`config.mk`:
```
export PLATFORM = sky130hd
export DESIGN_NAME = iddr_deser
export DESIGN_NICKNAME = d
export VERILOG_FILES = /design/src/rtl/iddr_pkg.sv /design/src/rtl/iddr_align_fsm.sv /design/src/rtl/iddr_deser.sv
export SDC_FILE = /design/constraint.sdc
export NUM_CORES = 1
export LEC_CHECK = 0
export ABC_CLOCK_PERIOD_IN_PS = 2700
export BUFFER_PORTS_ARGS = -buffer_cell sky130_fd_sc_hd__buf_2
export CAP_MARGIN = 25
export CORE_ASPECT_RATIO = 1.2
export CORE_UTILIZATION = 54
export CTS_CLUSTER_SIZE = 12
export DETAILED_ROUTE_END_ITERATION = 6
export MAX_ROUTING_LAYER = met4
export PLACE_DENSITY = 0.88
export SYNTH_ARGS = -nofsm -noshare
export SYNTH_HDL_FRONTEND = slang
export SYNTH_SLANG_ARGS = --single-unit
```
`constraint.sdc`:
```
create_clock -name C -period 2.7 [get_ports C]
set_clock_uncertainty 0.1 [all_clocks]
set_input_delay 0.405 -clock C [delete_from_list [all_inputs] [get_ports C]]
set_output_delay 0.405 -clock C [all_outputs]
set_load 0.02 [all_outputs]
```
`src/rtl/iddr_pkg.sv`:
```
`default_nettype none
// ============================================================================
// Module      : iddr_pkg
// Description : Shared types and constants for the IDDR bit-pair deserializer
//               and its word-alignment training FSM.
// Revision    : 1.0 - initial release
// ============================================================================
package iddr_pkg;

    // Legal range of the parallel word width.
    localparam int c_WIDTH_MIN = 4;
    localparam int c_WIDTH_MAX = 16;

    // Training FSM states.
    typedef enum logic [1:0] {
        S_IDLE   = 2'd0,
        S_HOLD   = 2'd1,
        S_CHECK  = 2'd2,
        S_LOCKED = 2'd3
    } align_state_t;

endpackage : iddr_pkg
`default_nettype wire

```
`src/rtl/iddr_align_fsm.sv`:
```
`default_nettype none
// ============================================================================
// Module      : iddr_align_fsm
// Description : Training FSM. Watches the deserialized words, requests single
//               bit slips until TRAIN_PATTERN is seen MATCH_COUNT times in a
//               row, and flags a sticky error after WIDTH fruitless slips.
// Revision    : 1.0 - initial release
// ============================================================================
module iddr_align_fsm
    import iddr_pkg::*;
#(
    parameter int               WIDTH         = 8,
    parameter logic [WIDTH-1:0] TRAIN_PATTERN = '0,
    parameter int               MATCH_COUNT   = 4,
    parameter int               HOLDOFF       = 2
) (
    input  logic             clk,
    input  logic             rst_n,
    input  logic             i_align_en,
    input  logic             i_valid,
    input  logic [WIDTH-1:0] i_dout,
    output logic             o_slip_req,
    output logic             o_locked,
    output logic             o_align_err
);

    localparam int c_SW = $clog2(WIDTH + 1);

    align_state_t    r_state;
    align_state_t    w_state_nxt;
    logic [2:0]      r_hold_cnt;
    logic [2:0]      w_hold_nxt;
    logic [3:0]      r_match_cnt;
    logic [3:0]      w_match_nxt;
    logic [3:0]      w_match_inc;
    logic [c_SW-1:0] r_slip_cnt;
    logic [c_SW-1:0] w_slip_cnt_nxt;
    logic [c_SW-1:0] w_slip_inc;
    logic            r_err;
    logic            w_err_nxt;
    logic            r_locked;
    logic            w_slip_req;

    assign w_match_inc = r_match_cnt + 4'd1;
    assign w_slip_inc  = r_slip_cnt + c_SW'(1);

    // State and counter registers.
    always_ff @(posedge clk or negedge rst_n) begin
        if (!rst_n) begin
            r_state     <= S_IDLE;
            r_hold_cnt  <= '0;
            r_match_cnt <= '0;
            r_slip_cnt  <= '0;
            r_err       <= 1'b0;
            r_locked    <= 1'b0;
        end else begin
            r_state     <= w_state_nxt;
            r_hold_cnt  <= w_hold_nxt;
            r_match_cnt <= w_match_nxt;
            r_slip_cnt  <= w_slip_cnt_nxt;
            r_err       <= w_err_nxt;
            r_locked    <= (w_state_nxt == S_LOCKED);
        end
    end

    // Next-state logic; dropping ALIGN_EN overrides everything and clears state.
    always_comb begin
        w_state_nxt    = r_state;
        w_hold_nxt     = r_hold_cnt;
        w_match_nxt    = r_match_cnt;
        w_slip_cnt_nxt = r_slip_cnt;
        w_err_nxt      = r_err;
        w_slip_req     = 1'b0;
        case (r_state)
            S_IDLE: begin
                w_hold_nxt  = '0;
                w_match_nxt = '0;
                w_state_nxt = S_HOLD;
            end
            S_HOLD: begin
                if (i_valid) begin
                    if (r_hold_cnt == 3'(HOLDOFF - 1)) begin
                        w_hold_nxt  = '0;
                        w_state_nxt = S_CHECK;
                    end else begin
                        w_hold_nxt = r_hold_cnt + 3'd1;
                    end
                end
            end
            S_CHECK: begin
                if (i_valid) begin
                    if (i_dout == TRAIN_PATTERN) begin
                        if (w_match_inc == 4'(MATCH_COUNT)) begin
                            w_match_nxt = '0;
                            w_state_nxt = S_LOCKED;
                        end else begin
                            w_match_nxt = w_match_inc;
                        end
                    end else begin
                        w_match_nxt = '0;
                        w_hold_nxt  = '0;
                        w_slip_req  = 1'b1;
                        w_state_nxt = S_HOLD;
                        if (w_slip_inc == c_SW'(WIDTH)) begin
                            w_slip_cnt_nxt = '0;
                            w_err_nxt      = 1'b1;
                        end else begin
                            w_slip_cnt_nxt = w_slip_inc;
                        end
                    end
                end
            end
            S_LOCKED: begin
                w_state_nxt = S_LOCKED;
            end
            default: begin
                w_state_nxt = S_IDLE;
            end
        endcase
        if (!i_align_en) begin
            w_state_nxt    = S_IDLE;
            w_hold_nxt     = '0;
            w_match_nxt    = '0;
            w_slip_cnt_nxt = '0;
            w_err_nxt      = 1'b0;
            w_slip_req     = 1'b0;
        end
    end

    assign o_slip_req  = w_slip_req;
    assign o_locked    = r_locked;
    assign o_align_err = r_err;

endmodule : iddr_align_fsm
`default_nettype wire

```
`src/rtl/iddr_deser.sv`:
```
`default_nettype none
// ============================================================================
// Module      : iddr_deser
// Description : Packs IDDR Q1/Q2 bit pairs into WIDTH-bit words with a
//               one-cycle VALID strobe; word boundary adjustable by single-bit
//               slips from a manual pulse or the training FSM.
// Revision    : 1.0 - initial release
// ============================================================================
module iddr_deser
    import iddr_pkg::*;
#(
    parameter int               WIDTH         = 8,
    parameter logic [WIDTH-1:0] TRAIN_PATTERN = WIDTH'(8'hA5),
    parameter int               MATCH_COUNT   = 4,
    parameter int               HOLDOFF       = 2
) (
    input  logic             C,
    input  logic             R_N,
    input  logic             CE,
    input  logic             D1,
    input  logic             D2,
    input  logic             BITSLIP,
    input  logic             ALIGN_EN,
    output logic [WIDTH-1:0] DOUT,
    output logic             VALID,
    output logic             LOCKED,
    output logic             ALIGN_ERR
);

    generate
        if (WIDTH < c_WIDTH_MIN || WIDTH > c_WIDTH_MAX) begin : g_bad_width
            $error("iddr_deser: WIDTH outside legal range");
        end
    endgenerate

    localparam int              c_CW = $clog2(WIDTH + 2);
    localparam logic [c_CW-1:0] c_W  = c_CW'(WIDTH);
    localparam logic [c_CW-1:0] c_W1 = c_CW'(WIDTH + 1);

    // Between words at most WIDTH-1 bits are pending, so WIDTH bits of storage
    // suffice; the post-append view below is WIDTH+1 bits wide.
    logic [WIDTH-1:0] r_sr;
    logic [c_CW-1:0]  r_cnt;
    logic             r_slip_pend;
    logic [WIDTH-1:0] r_dout;
    logic             r_valid;

    logic             w_fsm_slip;
    logic             w_req;
    logic             w_slip;
    logic             w_drop_d1;
    logic [c_CW-1:0]  w_cnt_slip;
    logic [c_CW-1:0]  w_cnt_app;
    logic [WIDTH:0]   w_sr_app;
    logic             w_emit;
    logic [WIDTH-1:0] w_word;

    // Manual slips are ignored while training owns the alignment.
    assign w_req  = (BITSLIP & ~ALIGN_EN) | w_fsm_slip;
    assign w_slip = r_slip_pend | w_req;

    // Slip-then-append: a slip drops the oldest pending bit, or D1 when empty.
    always_comb begin
        w_drop_d1  = w_slip && (r_cnt == '0);
        w_cnt_slip = r_cnt;
        if (w_slip && !w_drop_d1) begin
            w_cnt_slip = r_cnt - c_CW'(1);
        end
        if (w_drop_d1) begin
            w_sr_app  = {r_sr[WIDTH-1:0], D2};
            w_cnt_app = w_cnt_slip + c_CW'(1);
        end else begin
            w_sr_app  = {r_sr[WIDTH-2:0], D1, D2};
            w_cnt_app = w_cnt_slip + c_CW'(2);
        end
        w_emit = (w_cnt_app >= c_W);
        w_word = (w_cnt_app == c_W1) ? w_sr_app[WIDTH:1] : w_sr_app[WIDTH-1:0];
    end

    // Pending-bit store, word output and slip-request latch.
    always_ff @(posedge C or negedge R_N) begin
        if (!R_N) begin
            r_sr        <= '0;
            r_cnt       <= '0;
            r_slip_pend <= 1'b0;
            r_dout      <= '0;
            r_valid     <= 1'b0;
        end else if (CE) begin
            r_sr        <= w_sr_app[WIDTH-1:0];
            r_cnt       <= w_emit ? (w_cnt_app - c_W) : w_cnt_app;
            r_slip_pend <= 1'b0;
            r_valid     <= w_emit;
            if (w_emit) begin
                r_dout <= w_word;
            end
        end else begin
            r_slip_pend <= w_slip;
            r_valid     <= 1'b0;
        end
    end

    iddr_align_fsm #(
        .WIDTH         (WIDTH),
        .TRAIN_PATTERN (TRAIN_PATTERN),
        .MATCH_COUNT   (MATCH_COUNT),
        .HOLDOFF       (HOLDOFF)
    ) u_align_fsm (
        .clk         (C),
        .rst_n       (R_N),
        .i_align_en  (ALIGN_EN),
        .i_valid     (r_valid),
        .i_dout      (r_dout),
        .o_slip_req  (w_fsm_slip),
        .o_locked    (LOCKED),
        .o_align_err (ALIGN_ERR)
    );

    assign DOUT  = r_dout;
    assign VALID = r_valid;

endmodule : iddr_deser
`default_nettype wire

```
==> summary.md, run 1 <==
| Metric | Value |
|---|---|
| Status | finished with violations |
| Failing checks | setup timing |
| Met2 usage | 0.496 |
| H-tree levels | 2 |
| Seq/Total Area, Yosys | 0.404 |
| CTS sink cnt | 36 |
| CTS root buf | clkbuf_8 |
| CP max stage cell | dfrtp_2 |
| Yosys reg bits | 36 |
| EDFF count, synth | 0 |
| Maximum fanout along the worst path | 10 |
| Total Die Area | roughly 4400 µm² |
| Post-layout min period | slightly below 3 ns |
| HPWL after detailed placement | between 3000 and 4000 µm |
| # hold bufs at CTS | 0 |
| Peak VDD IR | between 0.8 and 0.9 mV |
| Initial drt markers | 145 |
| Pre-CTS setup slack | -0.155 ns |
| Period utilisation layout | 1.10 |
| M3 GR Usage | 0.0606 |
| Post-synthesis area per instance | 9.09 µm² |
| Antenna viol nets, final | 0 |
| Cell Area, Placed | 2590 µm² |
| Initial Util | 0.565 |
| RSZ-0062 raised after global routing | yes |
| IO Port Bufs | 17 |
| Drt drc | 0 |
| Pleak | 1.24 nW |
| Arrival time at the worst endpoint | 3.10 ns |
| Power per cell area | around 1000 nW/µm² |
| Final setup fails | 8 |
| Final WL | just under 6000 µm |
| Clock transition at the registers of the reported paths | 0.07 ns |
| Overflow after GRT | 0 |
| Max-slew violations | 0 |
| Die width | 60.6 µm |
| Share of layout cells above drive strength 1 | 0.337 |
| Vias in the first global route | 2018 |
| Max Cap Viol | 0 |
| CP Cell Sequence | and4bb_2 > a21o_1 > nand2_2 > nand2_1 > nand2_1 > o21ai_1 > ha_4 > nor2_1 > nand4_1 > buf_4 > o21a_4 > a211oi_2 > a21o_1 |
| Slew @ Worst Pin | ~0.8 ns |
| Placer congestion estimate | 0.891 |
| # rows | 25 |
| GRT busiest layer | met2 |
| Skew-Pair Late Insertion Delay | 0.30 ns |
| Post-layout instance area | around 2800 µm² |
| Slowest stage delay, CP | 0.42 ns |
| First-pass iteration count of the detailed router | 5 |
| Final worst setup slack | -0.269 ns |
| Hold Slack | around 0.095 ns |
| Final hold vios | 0 |
| Synth Flop Type | dfrtp_1 |
| Worst Setup SP | DOUT[4] |
| Worst Setup Path Type | register to register |
| Synthesized net count | between 200 and 300 |
| Ant. Diodes | 0 |
| Async S/R FF share, synth | 1.00 |
| Core ar. | 3940 µm² |
| Syn Std Cell Area | 2230 µm² |
| Buf+Inv Stages, Crit Path | 1 |
| RR Startpoint | DOUT[4] |
| Gate Count Post-Synth | 245 |
| CTS tree | built |
| Global-route wire length before repair | 8860 µm |
| Slew HR | 0.467 |
| Startpoint class of the critical path | register |
| Vias | 2107 |
| CP endpoint kind | register |
| Area Overhead vs Synth | 26.7% |
| Largest net degree at the start of global routing | 37 |
| Crit path depth | 13 |
| Boundary Pins | 18 |
| Worst Path Required | 2.84 ns |
| Netlist cell types | 46 |
| Routed WL per cell | 16.9 µm |
| Met1 GRT Util | 0.290 |
| Nets | 304 |
| TritonCTS Buffers | 5 |
| All-layer global routing usage | 0.287 |
| Fmax achieved | 337 MHz |
| R2r worst-path depth | 13 |
| Die height | between 70 and 80 µm |
| Initial antenna violation count | 0 |
| CP delay by family, top | simple AND/OR/NAND/NOR gates |
| Warnings, synthesis | 0 |
| Fill cell count | 271 |
| CTS max path bufs | 2 |
| Vias per inst | 6.11 |
| Worst Hold Class | input port to asynchronous set/reset pin |
cell families after synthesis:
logic type                 after synthesis  synth area share
and+or+nand+nor                         87             0.205
AOI/OAI and AO/OA                       77             0.227
DFF                                     36             0.404
buffers and inverters                   19            0.0393
muxes                                   12            0.0573
xor gates and xnor gates                 7            0.0275
adders and majority gates                7            0.0393
cell usage after synthesis, drive strengths merged, types with 2 or more instances:
cell type | instances | area, µm²
nor2b | 7 | 43.8
mux2i | 9 | 90.1
or2 | 2 | 12.5
mux2 | 3 | 37.5
a21oi | 23 | 115
o32ai | 2 | 17.5
dfrtp | 36 | 901
o21a | 2 | 22.5
nand4b | 2 | 17.5
nand3 | 3 | 15.0
nand4 | 2 | 12.5
a211oi | 8 | 60.1
nor3b | 3 | 33.8
a21boi | 2 | 15.0
and2 | 4 | 25.0
clkbuf | 8 | 30.0
nor2 | 21 | 78.8
a21o | 8 | 60.1
nor3 | 9 | 45.0
buf | 6 | 38.8
nand2 | 23 | 86.3
o22ai | 7 | 43.8
nand2b | 5 | 31.3
and4bb | 2 | 25.0
o31ai | 4 | 35.0
ha | 7 | 87.6
xnor2 | 7 | 61.3
o21ai | 15 | 78.8
inv | 5 | 18.8
where the power goes:
part | internal (W) | switching, W | total, W
sequential | 0.000665 | 0.000103 | 0.000768
clock | 0.000274 | 0.000198 | 0.000472
combinational | 0.000779 | 0.000904 | 0.00168
total | 0.00172 | 0.00121 | 0.00292
placed cells by master (no fill, tap or decap), types with 3 or more instances in the layout:
master,synthesis,final
buf_4,1,33
dfrtp_1,36,29
a21oi_1,23,23
nand2_1,23,21
nor2_1,21,20
buf_2,4,17
o21ai_0,14,12
nor3_1,9,9
mux2i_1,9,9
a21o_1,8,8
dfrtp_2,0,7
nor2b_1,7,6
xnor2_1,7,6
o22ai_2,0,6
a211oi_2,0,6
ha_1,7,6
inv_1,5,5
nand2b_1,5,5
clkbuf_8,0,5
and2_1,4,4
nand3_1,3,3
o31ai_1,3,3
state kept, by name, indices dropped and copies added (netlist names):
register and count:
DOUT 8, VALID 1, r_cnt 4, r_slip_pend 1, r_sr 7, u_align_fsm.o_align_err 1, u_align_fsm.o_locked 1, u_align_fsm.r_hold_cnt 3
u_align_fsm.r_match_cnt 4, u_align_fsm.r_slip_cnt 4, u_align_fsm.r_state 2
metrics by stage:
| step | std cells | TNS [ns] | total power [W] | util |
|---|---|---|---|---|
| 6_report | 345 | -1.81 | 0.00292 | 0.716 |
| 5_1_grt | 345 | -1.99 | 0.00308 | 0.716 |
| 4_1_cts | 342 | -0.510 | 0.00276 | 0.702 |
| 3_5_place_dp | 333 | -0.699 | 0.00222 | 0.658 |
| 3_3_place_gp | 333 | -0.164 | 0.00217 | 0.658 |
| 2_1_floorplan | 245 | -1.22 | 0.00173 | - |
layout make-up:
class                      count  area (µm²)  area share
multi-input combinational    190        1360       0.480
sequential                    36         910       0.322
timing repair buffer          52         364       0.129
clock buffer                   6        72.6      0.0257
tap                           54        67.6      0.0239
clock inverter                 2        35.0      0.0124
inverter                       5        18.8     0.00665
worst register-to-register path: stages, from the launching register on:
cell and delay (ns):
dfrtp_2 0.42, and4bb_2 0.34, a21o_1 0.18, nand2_2 0.11, nand2_1 0.12, nand2_1 0.08, o21ai_1 0.18, ha_4 0.28
nor2_1 0.16, nand4_1 0.19, buf_4 0.24, o21a_4 0.17, a211oi_2 0.25, a21o_1 0.12
metal layers:
layer | vias to the layer above | share of wire
li1 | 978 | -
met1 | 1018 | 0.38
met2 | 82 | 0.52
met3 | 29 | 0.053
met4 | 0 | 0.051
met5 | - | 0
path summary, 6_finish.rpt:
check | end | slack, ns
min in group C | r_sr[0] | 0.30
hold reg to reg | u_align_fsm.o_align_err | 0.40
hold / removal | u_align_fsm.r_match_cnt[1] | 0.1
setup reg to reg | DOUT[5] | -0.27
setup / recovery | DOUT[5] | -0.27
max in group asynchronous | DOUT[0] | 1.85
timing repair:
item / 4_1_cts / 5_1_grt
buffers inserted: 1 / 3
pin swaps: 3 / 11
cloned: 0 / 0
resized for setup: 10 / 7
endpoints found under the setup margin: 8 / 9
Power figures use the tool's default switching activity.
==> run 2: changes to the inputs <==
==> constraint.sdc (replaced) <==
create_clock -name C -period 2.7 [get_ports C]
set_clock_uncertainty 0.1 [all_clocks]
set_input_delay 0.675 -clock C [delete_from_list [all_inputs] [get_ports C]]
set_output_delay 0.675 -clock C [all_outputs]
set_load 0.02 [all_outputs]
==> run 2 against run 1 <==
Highest routed layer unchanged. Non-clock buffer count stayed put. First-iteration DRC count down 15%. Die area did not move. The flow still finishes with violations (setup timing). Total power is 0.74% lower. Wire length shrank 2.6%. Sequential power is 3.3% lower. Core utilization shrank 0.063 points. Final area hardly changed. Flip-flop and latch count unchanged.
==> summary.md, run 2 (synthesized netlist as in run 1, its figures left out) <==
| Metric | Value |
|---|---|
| Share of layout cells above drive strength 1 | 0.323 (was 0.337) |
| H-tree levels | 2 (unchanged) |
| Slew @ Worst Pin | 0.801 ns (was 0.799 ns) |
| Vias | 2075 (was 2107) |
| Placer congestion estimate | 0.891 (about the same) |
| Pre-CTS setup slack | -0.331 ns (was -0.155 ns) |
| Arrival time at the worst endpoint | 2.95 ns (was 3.10 ns) |
| Buf+Inv Stages, Crit Path | 0 (was 1) |
| Nets | 304 (unchanged) |
| Die height | 72.4 µm (unchanged) |
| IO Port Bufs | 17 (unchanged) |
| Routed WL per cell | 16.5 µm (was 16.9 µm) |
| Global-route wire length before repair | 9090 µm (was 8860 µm) |
| Drt drc | 0 (unchanged) |
| All-layer global routing usage | 0.284 (was 0.287) |
| CP Cell Sequence | and4bb_2 > a21o_1 > nand2_4 > nand2_4 > nand2_2 > o21ai_2 > ha_1 > mux2_4 > a211o_1 > o21a_4 > a211oi_2 > a21o_1 (was and4bb_2 > a21o_1 > nand2_2 > nand2_1 > nand2_1 > o21ai_1 > ha_4 > nor2_1 > nand4_1 > buf_4 > o21a_4 > a211oi_2 > a21o_1) |
| Final WL | 5690 µm (was 5840 µm) |
| Ant. Diodes | 0 (unchanged) |
| Max Cap Viol | 0 (unchanged) |
| Maximum fanout along the worst path | 7 (was 10) |
| Total Die Area | 4390 µm² (unchanged) |
| Overflow after GRT | 0 (unchanged) |
| CTS max path bufs | 2 (unchanged) |
| Failing checks | setup timing (unchanged) |
| Period utilisation layout | 1.04 (was 1.10) |
| Largest net degree at the start of global routing | 37 (unchanged) |
| Vias in the first global route | 2056 (was 2018) |
| Antenna viol nets, final | 0 (unchanged) |
| Placed cell count | 334 (was 333) |
| Initial antenna violation count | 0 (unchanged) |
| Die width | 60.6 µm (unchanged) |
| Peak VDD IR | 0.657 mV (was 0.800 mV) |
| Post-layout min period | 2.82 ns (was 2.97 ns) |
| Initial drt markers | 123 (was 145) |
| HPWL after detailed placement | 3850 µm (was 3740 µm) |
| Vias per inst | 6.01 (was 6.11) |
| CTS sink cnt | 36 (unchanged) |
| Slew HR | 0.466 (was 0.467) |
| Overall Power | 0.00290 W (was 0.00292 W) |
| Slowest stage delay, CP | 0.38 ns (was 0.42 ns) |
| Most frequent cells in the layout | 36 x dfrtp_1, 33 x buf_4, 23 x a21oi_1 (was 33 x buf_4, 29 x dfrtp_1, 23 x a21oi_1) |
| Initial Util | 0.565 (unchanged) |
| CP max stage cell | dfrtp_1 (was dfrtp_2) |
| # rows | 25 (unchanged) |
| Core ar. | 3940 µm² (unchanged) |
| Commonest non-fill, non-tap cell in the layout | dfrtp_1 (was buf_4) |
| Final std cells w/o fill | 345 (unchanged) |
| Worst Setup Path Type | register to register (unchanged) |
| TritonCTS Buffers | 5 (unchanged) |
| Worst Path Required | 2.83 ns (was 2.84 ns) |
| Boundary Pins | 18 (unchanged) |
| Status | finished with violations (unchanged) |
| Pleak | 1.26 nW (was 1.24 nW) |
| Number of flip-flops in the largest register | 8 (unchanged) |
| Clock transition at the registers of the reported paths | 0.08 ns (was 0.07 ns) |
| Area Overhead vs Synth | 26.6% (was 26.7%) |
| Startpoint class of the critical path | register (unchanged) |
| Final hold vios | 0 (unchanged) |
| CTS tree | built (unchanged) |
| Power per cell area | 1030 nW/µm² (was 1040 nW/µm²) |
| RSZ-0062 raised after global routing | yes (unchanged) |
| CP delay by family, top | compound AO/OA/AOI/OAI gates (was simple AND/OR/NAND/NOR gates) |
| Worst Hold Class | input port to asynchronous set/reset pin (unchanged) |
| Final worst setup slack | -0.119 ns (was -0.269 ns) |
| CTS root buf | clkbuf_8 (unchanged) |
| Fmax achieved | 355 MHz (was 337 MHz) |
| Core Util, Final | 0.716 (about the same) |
| Final setup fails | 8 (unchanged) |
| Skew-Pair Late Insertion Delay | 0.29 ns (was 0.30 ns) |
| First-pass iteration count of the detailed router | 4 (was 5) |
| CP endpoint kind | register (unchanged) |
| Max-slew violations | 0 (unchanged) |
| Hold Slack | 0.371 ns (was 0.0953 ns) |
==> run 2: repair_timing <==
action	in CTS	in global routing
gates resized for setup	12	3
pin swaps	5	4
hold buffers	0	0
setup endpoints to repair	8	8
setup buffers	2	1
==> run 2: area by class of cell <==
| type | count | area, µm² |
|---|---|---|
| Clock buffer | 5 | 68.8 |
| Clock inverter | 3 | 42.5 |
| Fill cell | 294 | 1120 |
| Inverter | 5 | 18.8 |
| Multi-Input combinational cell | 190 | 1360 |
| Sequential cell | 36 | 901 |
| Tap cell | 54 | 67.6 |
| Timing Repair Buffer | 52 | 364 |
==> run 2: report_power, final <==
| group | switching, W | internal (W) |
|---|---|---|
| registers | 0.0000869 | 0.000657 |
| logic | 0.000917 | 0.000776 |
| clock network | 0.000192 | 0.000273 |
==> run 2: path summary, 6_finish.rpt <==
kind	startpoint	endpoint	slack, ns	cells after the start
setup / recovery	DOUT[4]	DOUT[6]	-0.12	12
hold / removal	R_N	u_align_fsm.r_state[1]	0.37	1
setup reg to reg	DOUT[4]	DOUT[6]	-0.12	12
hold reg to reg	u_align_fsm.r_hold_cnt[2]	u_align_fsm.r_hold_cnt[2]	0.42	1
max in group asynchronous	R_N	r_sr[4]	1.63	1
min in group C	u_align_fsm.r_hold_cnt[2]	u_align_fsm.r_hold_cnt[2]	0.42	1
==> run 2: stage by stage <==
stage	cell area [µm²]	setup TNS (ns)
after floorplan	2280	-1.56
after CTS	2800	-0.501
final	2820	-0.787
after global routing	2820	-1.75
after detailed placement	2610	-2.53
after global placement	2610	-2.03
==> run 2: metal layers <==
layer  wire (µm)  track usage  vias to the layer above
met3         211       0.0463                       20
met4         180        0.114                        0
met1        2160        0.303                     1005
met2        3130        0.509                       75
met5           0            -                        -
li1            -            -                      975
==> run 3: changes to the inputs <==
--- a/config.mk
+++ b/config.mk
@@ -9,11 +9,12 @@
 export BUFFER_PORTS_ARGS = -buffer_cell sky130_fd_sc_hd__buf_2
 export CAP_MARGIN = 25
 export CORE_ASPECT_RATIO = 1.2
-export CORE_UTILIZATION = 54
+export CORE_UTILIZATION = 50
 export CTS_CLUSTER_SIZE = 12
 export DETAILED_ROUTE_END_ITERATION = 6
+export GPL_TIMING_DRIVEN = 0
 export MAX_ROUTING_LAYER = met4
-export PLACE_DENSITY = 0.88
+export PLACE_DENSITY = 0.83
 export SYNTH_ARGS = -nofsm -noshare
 export SYNTH_HDL_FRONTEND = slang
 export SYNTH_SLANG_ARGS = --single-unit
==> run 3 against run 2 <==
The run still ends with setup timing left. Flip-flop and latch count is the same. Total power grew 5.4%. Combinational power grew 6%. Hold slack gained 0.0044 ns. Die area grew 7.8%. Sequential power grew 5.9%. First-iteration DRC count grew 20%. Core utilization shrank 3.9 points. Cell count shrank 1.7%. Count of clock-buffer cells in the layout grew 1. Sequential share of layout area shrank 0.62 points. Via count is the same. Critical path type is now input port to register. Critical endpoint unchanged. Largest power group unchanged.
==> summary.md, run 3 (synthesized netlist as in run 1, its figures left out) <==
| Metric | Value |
|---|---|
| Global-route wire length before repair | 8880 µm (was 9090 µm) |
| CP delay by family, top | compound AO/OA/AOI/OAI gates (unchanged) |
| Pre-CTS setup slack | -0.633 ns (was -0.331 ns) |
| Commonest non-fill, non-tap cell in the layout | dfrtp_1 (unchanged) |
| Startpoint class of the critical path | input port (was register) |
| Initial Util | 0.523 (was 0.565) |
| Final setup fails | 8 (unchanged) |
| TritonCTS Buffers | 5 (unchanged) |
| Core ar. | 4260 µm² (was 3940 µm²) |
| CTS sink cnt | 36 (unchanged) |
| Worst Hold Class | input port to asynchronous set/reset pin (unchanged) |
| Maximum fanout along the worst path | 10 (was 7) |
| Nets | 296 (was 304) |
| Drt drc | 0 (unchanged) |
| Clock transition at the registers of the reported paths | 0.08 ns (about the same) |
| Post-layout min period | 2.89 ns (was 2.82 ns) |
| Vias | 2075 (unchanged) |
| Buf+Inv Stages, Crit Path | 3 (was 0) |
| Initial antenna violation count | 0 (unchanged) |
| Failing checks | setup timing (unchanged) |
| Antenna viol nets, final | 0 (unchanged) |
| HPWL after detailed placement | 3490 µm (was 3850 µm) |
| Fill cell count | 325 (was 294) |
| Number of flip-flops in the largest register | 8 (unchanged) |
| Setup TNS | -0.970 ns (was -0.787 ns) |
| Pleak | 1.21 nW (was 1.26 nW) |
| Boundary Pins | 18 (unchanged) |
| CP Cell Sequence | buf_2 > nand4b_1 > a21o_4 > nand2_8 > nand2_8 > nand2_4 > o21ai_4 > buf_6 > ha_4 > buf_2 > nor3_1 > a21oi_1 > o22ai_2 > a211oi_2 > a21o_1 (was and4bb_2 > a21o_1 > nand2_4 > nand2_4 > nand2_2 > o21ai_2 > ha_1 > mux2_4 > a211o_1 > o21a_4 > a211oi_2 > a21o_1) |
| Power per cell area | 1060 nW/µm² (was 1030 nW/µm²) |
| Post-layout instance area | 2880 µm² (was 2820 µm²) |
| Overall Power | 0.00306 W (was 0.00290 W) |
| Slew HR | 0.439 (was 0.466) |
| Placer congestion estimate | 0.860 (was 0.891) |
| Die width | 62.9 µm (was 60.6 µm) |
| Skew-Pair Late Insertion Delay | 0.30 ns (was 0.29 ns) |
| Die height | 75.1 µm (was 72.4 µm) |
| CTS max path bufs | 2 (unchanged) |
| Overflow after GRT | 0 (unchanged) |
| Share of layout cells above drive strength 1 | 0.325 (was 0.323) |
| Final WL | 5940 µm (was 5690 µm) |
| Vias in the first global route | 1885 (was 2056) |
| Max Cap Viol | 0 (unchanged) |
| Worst Path Required | 2.84 ns (was 2.83 ns) |
| RSZ-0062 raised after global routing | yes (unchanged) |
| Ant. Diodes | 0 (unchanged) |
| Worst Setup Path Type | input port to register (was register to register) |
| Arrival time at the worst endpoint | 3.03 ns (was 2.95 ns) |
| Slew @ Worst Pin | 0.842 ns (was 0.801 ns) |
| Cell Area, Placed | 2430 µm² (was 2610 µm²) |
| Period utilisation layout | 1.07 (was 1.04) |
| # rows | 26 (was 25) |
| Most frequent cells in the layout | 34 x dfrtp_1, 21 x a21oi_1, 20 x nor2_1 (was 36 x dfrtp_1, 33 x buf_4, 23 x a21oi_1) |
| Final hold vios | 0 (unchanged) |
| First-pass iteration count of the detailed router | 4 (unchanged) |
| Vias per inst | 6.12 (was 6.01) |
| Peak VDD IR | 0.581 mV (was 0.657 mV) |
| Initial drt markers | 147 (was 123) |
| Area Overhead vs Synth | 29.5% (was 26.6%) |
| Routed WL per cell | 17.5 µm (was 16.5 µm) |
| CTS tree | built (unchanged) |
| # hold bufs at CTS | 0 (unchanged) |
| CP max stage cell | a21oi_1 (was dfrtp_1) |
| Max-slew violations | 0 (unchanged) |
| CP endpoint kind | register (unchanged) |
| IO Port Bufs | 16 (was 17) |
| H-tree levels | 2 (unchanged) |
| Status | finished with violations (unchanged) |
| Total Die Area | 4730 µm² (was 4390 µm²) |
| Slowest stage delay, CP | 0.29 ns (was 0.38 ns) |
| Final worst setup slack | -0.189 ns (was -0.119 ns) |
| All-layer global routing usage | 0.252 (was 0.284) |
| CTS root buf | clkbuf_8 (unchanged) |
| Largest net degree at the start of global routing | 37 (unchanged) |
| Fmax achieved | 346 MHz (was 355 MHz) |
-- run 3: through the flow --
step / hold WS, ns / utilization / std cells
detailed placement: 0.383 / 0.571 / 317
global placement: 0.371 / 0.571 / 317
floorplan: 0.279 / - / 245
finish: 0.375 / 0.677 / 339
global route: 0.413 / 0.677 / 339
CTS: 0.400 / 0.646 / 335
-- run 3: metal layers --
layer	track usage	vias up	wire length (µm)
li1	-	965	-
met1	0.280	1036	2450
met2	0.444	58	3140
met3	0.0485	16	217
met4	0.109	0	138
met5	-	-	0
-- run 3: power by group --
part / total, W / switching [W] / internal [W]
Clock: 0.000485 / 0.000211 / 0.000274
Combinational: 0.00179 / 0.000988 / 0.000798
Sequential: 0.000787 / 0.000128 / 0.000659
Total: 0.00306 / 0.00133 / 0.00173
-- run 3: path summary, 6_finish.rpt --
kind                                         startpoint                          to  slack [ns]  cells after the start
min in group C                  u_align_fsm.o_align_err     u_align_fsm.o_align_err        0.39                      1
worst min register to register  u_align_fsm.o_align_err     u_align_fsm.o_align_err        0.39                      1
worst max register to register                  DOUT[2]                     DOUT[6]       -0.18                     14
max in group asynchronous                           R_N                    r_cnt[1]        1.55                      1
worst min-delay path                                R_N  u_align_fsm.r_match_cnt[2]        0.38                      1
worst max-delay path                           ALIGN_EN                     DOUT[6]       -0.19                     15
-- run 3: layout make-up --
cell class	count	area (µm²)	share of cell area
timing repair buffer	33	213	0.0738
inverter	5	18.8	0.00651
buffer	11	58.8	0.0204
clock buffer	6	72.6	0.0252
sequential	36	903	0.313
clock inverter	2	35.0	0.0121
multi-input combinational	190	1510	0.525
tap	56	70.1	0.0243
-- run 3: what timing repair did --
action,4_1_cts,5_1_grt
setup endpoints to repair,9,9
setup buffers,12,4
endpoints found under the hold margin,0,0
resized for setup,28,20
cloned,0,1
pin swaps,10,9
